<file path="src/rtl/roi_insert_axis.sv">
// rtl/roi_insert_axis.sv - composites an ROI pixel stream into a full-frame stream
//
// Purpose:
//   The background frame passes through unchanged. Pixels inside the inclusive
//   rectangle spanned by xy_0_i/xy_1_i are replaced, in raster order, by beats
//   taken from the ROI stream. There is one registered output stage.
//
// Ports:
//   clk_i, arst_i             clock; asynchronous active-high reset
//   bg_tdata_i/tvalid_i/
//   bg_tlast_i/bg_tready_o    background frame stream
//   roi_tdata_i/tvalid_i/
//   roi_tlast_i/roi_tready_o  ROI pixel stream
//   xy_0_i, xy_1_i            rectangle corners: x in [26:16], y in [9:0]
//   tdata_o/tvalid_o/
//   tlast_o/tready_i          composited output stream
//   frame_err_o               one-cycle pulse: bg tlast early or missing
//   roi_err_o                 one-cycle pulse: roi tlast not at rectangle end

module roi_insert_axis #(
  parameter int WIDTH  = 800,
  parameter int HEIGHT = 600,
  parameter int BIT_D  = 8,
  parameter int BIT_C  = 32
) (
  input  logic             clk_i,
  input  logic             arst_i,
  input  logic [BIT_D-1:0] bg_tdata_i,
  input  logic             bg_tvalid_i,
  input  logic             bg_tlast_i,
  output logic             bg_tready_o,
  input  logic [BIT_D-1:0] roi_tdata_i,
  input  logic             roi_tvalid_i,
  input  logic             roi_tlast_i,
  output logic             roi_tready_o,
  input  logic [BIT_C-1:0] xy_0_i,
  input  logic [BIT_C-1:0] xy_1_i,
  output logic [BIT_D-1:0] tdata_o,
  output logic             tvalid_o,
  output logic             tlast_o,
  input  logic             tready_i,
  output logic             frame_err_o,
  output logic             roi_err_o
);

  localparam int XW = (WIDTH > 1) ? $clog2(WIDTH) : 1;
  localparam int YW = (HEIGHT > 1) ? $clog2(HEIGHT) : 1;
  localparam logic [XW-1:0] X_LAST = XW'(WIDTH - 1);
  localparam logic [YW-1:0] Y_LAST = YW'(HEIGHT - 1);

  typedef enum logic {
    IDLE,
    FRAME
  } state_t;

  state_t state, state_next;

  // Corner decode: x field is 11 bits wide but only the low 10 are used.
  logic [9:0] xa, ya, xb, yb;
  logic [9:0] xmin_in, xmax_in, ymin_in, ymax_in;
  logic       roi_en_in;

  assign xa = xy_0_i[25:16];
  assign ya = xy_0_i[9:0];
  assign xb = xy_1_i[25:16];
  assign yb = xy_1_i[9:0];

  assign xmin_in   = (xa < xb) ? xa : xb;
  assign xmax_in   = (xa < xb) ? xb : xa;
  assign ymin_in   = (ya < yb) ? ya : yb;
  assign ymax_in   = (ya < yb) ? yb : ya;
  assign roi_en_in = (32'(xmax_in) <= 32'(WIDTH - 1)) && (32'(ymax_in) <= 32'(HEIGHT - 1));

  logic unused_xy_bits;
  assign unused_xy_bits = ^{xy_0_i[BIT_C-1:26], xy_0_i[15:10],
                            xy_1_i[BIT_C-1:26], xy_1_i[15:10]};

  // Shadow copy of the normalised rectangle, frozen for the whole frame.
  logic [9:0] xmin, xmax, ymin, ymax;
  logic       roi_en;

  logic [XW-1:0] x;
  logic [YW-1:0] y;
  logic [9:0]    x10, y10;

  assign x10 = 10'(x);
  assign y10 = 10'(y);

  logic load, in_roi, bg_acc, roi_acc, last_pos, eof, roi_end;

  assign load     = !tvalid_o || tready_i;
  assign in_roi   = roi_en && (x10 >= xmin) && (x10 <= xmax) &&
                    (y10 >= ymin) && (y10 <= ymax);
  // Inside the rectangle a background beat is only taken together with an
  // ROI beat, so the two streams advance in lockstep there.
  assign bg_tready_o  = load && (!in_roi || roi_tvalid_i);
  assign roi_tready_o = load && in_roi && bg_tvalid_i;
  assign bg_acc   = bg_tvalid_i && bg_tready_o;
  assign roi_acc  = roi_tvalid_i && roi_tready_o;
  assign last_pos = (x == X_LAST) && (y == Y_LAST);
  // Either an early tlast or reaching the last position closes the frame,
  // so the counters resynchronise after a length error.
  assign eof      = bg_tlast_i || last_pos;
  assign roi_end  = (x10 == xmax) && (y10 == ymax);

  always_ff @(posedge clk_i or posedge arst_i) begin
    if (arst_i) begin
      state <= IDLE;
    end else begin
      state <= state_next;
    end
  end

  always_comb begin
    state_next = state;
    if (bg_acc) begin
      state_next = eof ? IDLE : FRAME;
    end
  end

  always_ff @(posedge clk_i or posedge arst_i) begin
    if (arst_i) begin
      xmin   <= '0;
      xmax   <= '0;
      ymin   <= '0;
      ymax   <= '0;
      roi_en <= 1'b0;
    end else if (state == IDLE) begin
      xmin   <= xmin_in;
      xmax   <= xmax_in;
      ymin   <= ymin_in;
      ymax   <= ymax_in;
      roi_en <= roi_en_in;
    end
  end

  always_ff @(posedge clk_i or posedge arst_i) begin
    if (arst_i) begin
      x <= '0;
      y <= '0;
    end else if (bg_acc) begin
      if (eof) begin
        x <= '0;
        y <= '0;
      end else if (x == X_LAST) begin
        x <= '0;
        y <= y + YW'(1);
      end else begin
        x <= x + XW'(1);
      end
    end
  end

  always_ff @(posedge clk_i or posedge arst_i) begin
    if (arst_i) begin
      tdata_o     <= '0;
      tvalid_o    <= 1'b0;
      tlast_o     <= 1'b0;
      frame_err_o <= 1'b0;
      roi_err_o   <= 1'b0;
    end else begin
      frame_err_o <= bg_acc && (bg_tlast_i != last_pos);
      roi_err_o   <= roi_acc && (roi_tlast_i != roi_end);
      if (bg_acc) begin
        tdata_o  <= in_roi ? roi_tdata_i : bg_tdata_i;
        tvalid_o <= 1'b1;
        tlast_o  <= eof;
      end else if (tready_i) begin
        tvalid_o <= 1'b0;
      end
    end
  end

endmodule
</file>
<file path="config.mk">
export PLATFORM = sky130hd
export DESIGN_NAME = roi_insert_axis
export DESIGN_NICKNAME = d
export VERILOG_FILES = /design/src/rtl/roi_insert_axis.sv
export SDC_FILE = /design/constraint.sdc
export NUM_CORES = 1
export LEC_CHECK = 0
export BUFFER_PORTS_ARGS = -buffer_cell sky130_fd_sc_hd__buf_2
export CAP_MARGIN = 40
export CORE_MARGIN = 1.5
export CORE_UTILIZATION = 35
export CTS_CLUSTER_DIAMETER = 40
export CTS_CLUSTER_SIZE = 12
export DETAILED_ROUTE_END_ITERATION = 8
export GPL_TIMING_DRIVEN = 0
export PLACE_DENSITY = 0.64
export SLEW_MARGIN = 0
export SYNTH_ARGS = -nofsm -noshare
export SYNTH_HDL_FRONTEND = slang
export SYNTH_SLANG_ARGS = --single-unit
</file>
<file path="constraint.sdc">
create_clock -name clk_i -period 2.7 [get_ports clk_i]
set_clock_uncertainty 0.1 [all_clocks]
set_input_delay 0.135 -clock clk_i [delete_from_list [all_inputs] [get_ports clk_i]]
set_output_delay 0.135 -clock clk_i [all_outputs]
set_load 0.1 [all_outputs]
</file>
=== Word-level counts from Yosys, hierarchy flattened ===
Index checks and enable logic that the tools add are counted.

* Equality and inequality tests: 6
* $add $sub $neg: 2
* Reduce and logical (&&, ||, !) cells: 22
* Mux-type cells: 12
* Order comparisons: 8

{| class="wikitable"
|+ Operator list
! operator !! number
|-
| 10-bit 2-to-1 mux || 8
|-
| 10-bit by 1-bit adder with 10-bit output (second input constant) || 2
|-
| 10-bit == test || 2
|-
| 10-bit == test (second input constant) || 2
|-
| 10-bit greater-or-equal comparator || 2
|-
| 10-bit less-or-equal comparator || 2
|-
| 10-bit less-or-equal comparator (second input constant) || 2
|-
| 10-bit less-than comparator || 2
|-
| 1-bit logical AND || 14
|-
| 8-bit 2-to-1 mux || 1
|-
| 2-bit nonzero test || 2
|-
| 1-bit logical OR || 3
|-
| 1-bit 2-to-1 mux || 3
|-
| 1-bit zero test || 2
|-
| 1-bit != test || 2
|-
| 2-bit AND reduction || 1
|}

* Flip-flop bits (word level): 74
* Output and inout bits: 14

=== Logic depth before layout (Yosys ltp) ===
* Depth in word-level cells: 10
* Depth in mapped cells: 13

=== Worst setup path after synthesis ===
No wires, ideal clock.

* Path type: flip-flop to output port
* From: register x[0]
* To: output port bg_tready_o
* Path buffers: 1
* Required time: 2.465 ns
* Cell stages (with the launch flop): 10
* Path slack: -1.497 ns
* Data arrival time: 3.962 ns
* Cell sequence: dfrtp_1 inv_1 ha_1 nand2b_1 a211oi_1 o2bb2ai_1 a41oi_1 nor4_4 buf_4 a21boi_0

* Longest elaborated chain between the ends: 8
* Elaborated cells between the ends (all ways): 9
* Classes of those cells: order compare: 2; reduce/logical: 7

{| class="wikitable"
|+ Ends and longest elaborated chain
! what !! line !! source
|-
| start: declaration || 82 || <nowiki>logic [XW-1:0] x;</nowiki>
|-
| start signal: assignment || 149 || <nowiki>x <= x + XW'(1);</nowiki>
|-
| 10-bit greater-or-equal comparator || 92 || <nowiki>assign in_roi = roi_en && (x10 >= xmin) && (x10 <= xmax) &&</nowiki>
|-
| 1-bit logical AND || 92 ||
|-
| 1-bit logical AND (*) (2 in series) || 92 ||
|-
| 1-bit logical AND (*) || 93 || <nowiki>(y10 >= ymin) && (y10 <= ymax);</nowiki>
|-
| 1-bit zero test (*) || 96 || <nowiki>assign bg_tready_o = load && (!in_roi || roi_tvalid_i);</nowiki>
|-
| 1-bit logical OR (*) || 96 ||
|-
| 1-bit logical AND (*) || 96 ||
|-
| end: declaration || 31 || <nowiki>output logic bg_tready_o,</nowiki>
|}

Every way passes the cells marked *; elsewhere a longest branch is shown, timed or not.

=== Worst setup path in the final report ===
* From: register y[3]
* To: output port roi_tready_o

* Longest elaborated chain between the ends: 5
* Elaborated cells between the ends (all ways): 6
* Classes of those cells: order compare: 2; reduce/logical: 4

{| class="wikitable"
|+ Ends and longest elaborated chain
! what !! line !! source
|-
| start: declaration || 83 || <nowiki>logic [YW-1:0] y;</nowiki>
|-
| start signal: assignment || 147 || <nowiki>y <= y + YW'(1);</nowiki>
|-
| 10-bit greater-or-equal comparator || 93 ||
|-
| 1-bit logical AND || 92 ||
|-
| 1-bit logical AND (*) || 93 ||
|-
| 1-bit logical AND (*) (2 in series) || 97 || <nowiki>assign roi_tready_o = load && in_roi && bg_tvalid_i;</nowiki>
|-
| end: declaration || 35 || <nowiki>output logic roi_tready_o,</nowiki>
|}

Marks and branches as above.

==> key figures <==
Status
  – Outcome: finished with violations
  – Violated checks: negative hold slack, negative setup slack

Logic synthesis
  – Synth Area per Inst: 8.96 um^2
  – Synth Flop Type: dfrtp_1
  – #FFs+latches synth: 74
  – Number of synthesized flops with an enable pin: 0
  – Ys Warns: 0
  – Largest family of logic cells by synthesized area: compound AO/OA/AOI/OAI gates
  – Synth unique cells: 65
  – Sequential area share after synthesis: 34.7%
  – Cell Area, Synth: 0.00534 mm^2
  – Post-Synth Adder-Cell Area: 14.3%
  – Synth Instances: 596
  – Syn Nets: 744
  – Ys async rst share: 100%
  – Mux cell area share after synthesis: 7.94%
  – Compound-gate portion of the synthesized area: 21.2%
  – Post-synthesis simple-gate area fraction: 14.7%
  – Post-Synth XOR/XNOR Area: 0.164%

Route
  – Antenna Nets Post-Route: 0
  – DR WL/cell: 16.0 um
  – DRC Markers: 0
  – Vias/cell: 5.41
  – Total number of vias: 4,897
  – Drt total wl: 14,500 um
  – Pre-antenna DRT Iters: 7
  – DRT iter0 DRCs: 218

STA
  – Final slew viol count: 0
  – Final Setup Violations: 35
  – RSZ-0062 raised after global routing: yes
  – Worst-Margin Slew: 0.741 ns
  – Final period utilization: 112%
  – Fin. Hold Viols: 1
  – Slew margin rel.: 50.6%
  – Max Freq: 0.331 GHz
  – Setup ws final: -0.320 ns
  – Final min period: 3.02 ns
  – WHS: -0.00267 ns
  – Setup TNS: -4.82 ns

Layout
  – Antenna cells: 0
  – Most frequent cells in the layout: buf_2 (76), inv_1 (65), nand2_1 (61), dfrtp_1 (61), ha_1 (55)
  – Layout area overhead: 29.3%
  – Commonest non-fill, non-tap cell in the layout: buf_2
  – Final #Nets: 864
  – Share of post-route cells with drive strength above 1: 27.3%
  – Final core occ: 47.0%

Clock tree
  – Clock sinks: 74
  – Cts bufs inserted: 9
  – H-tree depth: 3
  – CTS max path bufs: 2
  – Reg clk slew, reported paths: 0.06 ns
  – Worst skew pair latency: 0.34 ns
  – CTS tree: built
  – Clock Root Buffer: clkbuf_16

GRT
  – Number of global-route vias before repair: 4,853
  – GRT overflow: 0
  – Largest net degree at the start of global routing: 52
  – First-pass GRT wire length: 23,900 um
  – Initial antenna violation count: 0
  – Gr usage total: 18.6%

Critical path
  – WS Path Type: flop to primary output
  – RR Startpoint: y[3]
  – Max FO, Critical Path: 4
  – CP required: 2.47 ns
  – R2R setup slack: -0.25 ns
  – Crit path arrival time: 2.79 ns
  – Reg2reg end: tlast_o
  – CP Launch Type: flop
  – Endpoint kind of the worst setup timing path: primary output
  – Reg2Reg Depth: 9

Die
  – Row cnt: 44
  – Initial Util: 36.3%
  – DIE WIDTH: 127 um
  – Die H: 127 um
  – Die ar.: 0.0160 mm^2
  – Core ar.: 0.0147 mm^2
  – I/O Pins: 101

Placement
  – Final HPWL DP: 10,400 um
  – GPL Wtd Cong: 0.857
  – IO buf count: 75

Hold path
  – Hold depth: 3
  – HP Class: input pin to flop
  – Hold Path End: tdata_o[7]
  – Hold Crit Start: bg_tdata_i[7]

Power
  – VDD IR max: 290 uV
  – Leakage: 3.23 nW
  – Power Dens Cells: 561 mW/mm^2

Flow run
  – Max cap viols: 0
## final cells by class
class                      instances  area, um^2
clock buffer                       9         225
inverter                          69         264
clock inverter                     7        70.1
timing repair buffer             111         734
sequential                        74        1870
fill                            1324        7790
multi-input combinational        426        3380
buffer                            25         140
tap                              184         230
## timing repair
action / CTS / global route
gates cloned: 0 / 1
pin swaps: 18 / 17
buffers inserted: 22 / 10
endpoints found under the setup margin: 35 / 35
hold buffers: 2 / 0
endpoints found under the hold margin: 52 / 0
gates resized for setup: 56 / 32
## power breakdown
part / leakage, nW / switching (mW) / internal [mW] / total [mW]
logic: 2.20 / 0.767 / 0.497 / 1.26
registers: 0.896 / 0.129 / 1.28 / 1.41
clock network: 0.133 / 0.487 / 0.711 / 1.20
## cells in the mapped netlist (9+ instances only)
cell	n	area (um^2)
mux2i_1	39	390
a21oi_1	25	125
a21o_1	9	67.6
o21ai_0	56	280
ha_1	61	763
clkbuf_1	21	78.8
nand3_1	14	70.1
nand2b_1	14	87.6
dfrtp_1	74	1850
nand2_1	62	233
inv_1	69	259
nor2_1	24	90.1
## cells by family (layout without fill, tap and decap cells)
| logic type | count (synthesis) | after routing |
|---|---|---|
| mux | 42 | 42 |
| buf+inv | 96 | 221 |
| flops | 74 | 74 |
| compound gates | 166 | 166 |
| xor+xnor | 1 | 1 |
| simple gates | 156 | 156 |
| fa+ha+maj | 61 | 61 |
## worst max-delay path by stage
stage	cells after the start	endpoint	startpoint	slack, ns
after CTS	10	roi_tready_o	y[5]	-0.42
after global placement	2	y[6]	arst_i	-0.52
final	9	roi_tready_o	y[3]	-0.32
after global routing	9	roi_tready_o	y[3]	-0.38
after floorplan	9	roi_tready_o	y[6]	-0.15
after detailed placement	10	y[7]	x[1]	-0.56
## layer usage
metal	wire length [um]	GRT usage, %	vias to the layer above
met3	766	2.87	29
met4	379	8.11	0
met2	6400	29.5	161
met5	0	0	-
met1	6950	25.3	2324
li1	-	-	2383
## flip-flops by register name (all words and copies together), names as in the netlist
register and cells:
roi_err_o 1, frame_err_o 1, y 10, ymax 10, tvalid_o 1, xmax 10
ymin 10, tlast_o 1, x 10, tdata_o 8, state 1, xmin 10
roi_en 1
## metrics by stage
step | total power [mW] | setup WS [ns] | instance area, um^2 | instances | hold slack [ns]
floorplan | 2.20 | -0.152 | 5380 | 596 | 0.177
global placement | 2.47 | -0.521 | 5990 | 855 | 0.310
detailed placement | 2.53 | -0.559 | 6020 | 856 | 0.0178
CTS | 3.83 | -0.423 | 6720 | 896 | 0.0000765
global route | 4.11 | -0.376 | 6910 | 905 | 0.0103
finish | 3.87 | -0.320 | 6910 | 905 | -0.00267
## critical path: stages, from the launching register on
cell and delay, ns:
dfrtp_2 0.43, ha_1 0.34, nand2_2 0.09, or3_4 0.40, o22ai_4 0.19, nand3_2 0.10
or4_4 0.47, buf_12 0.15, nor2_4 0.09, buf_12 0.18
(Power assumes the default switching activity.)
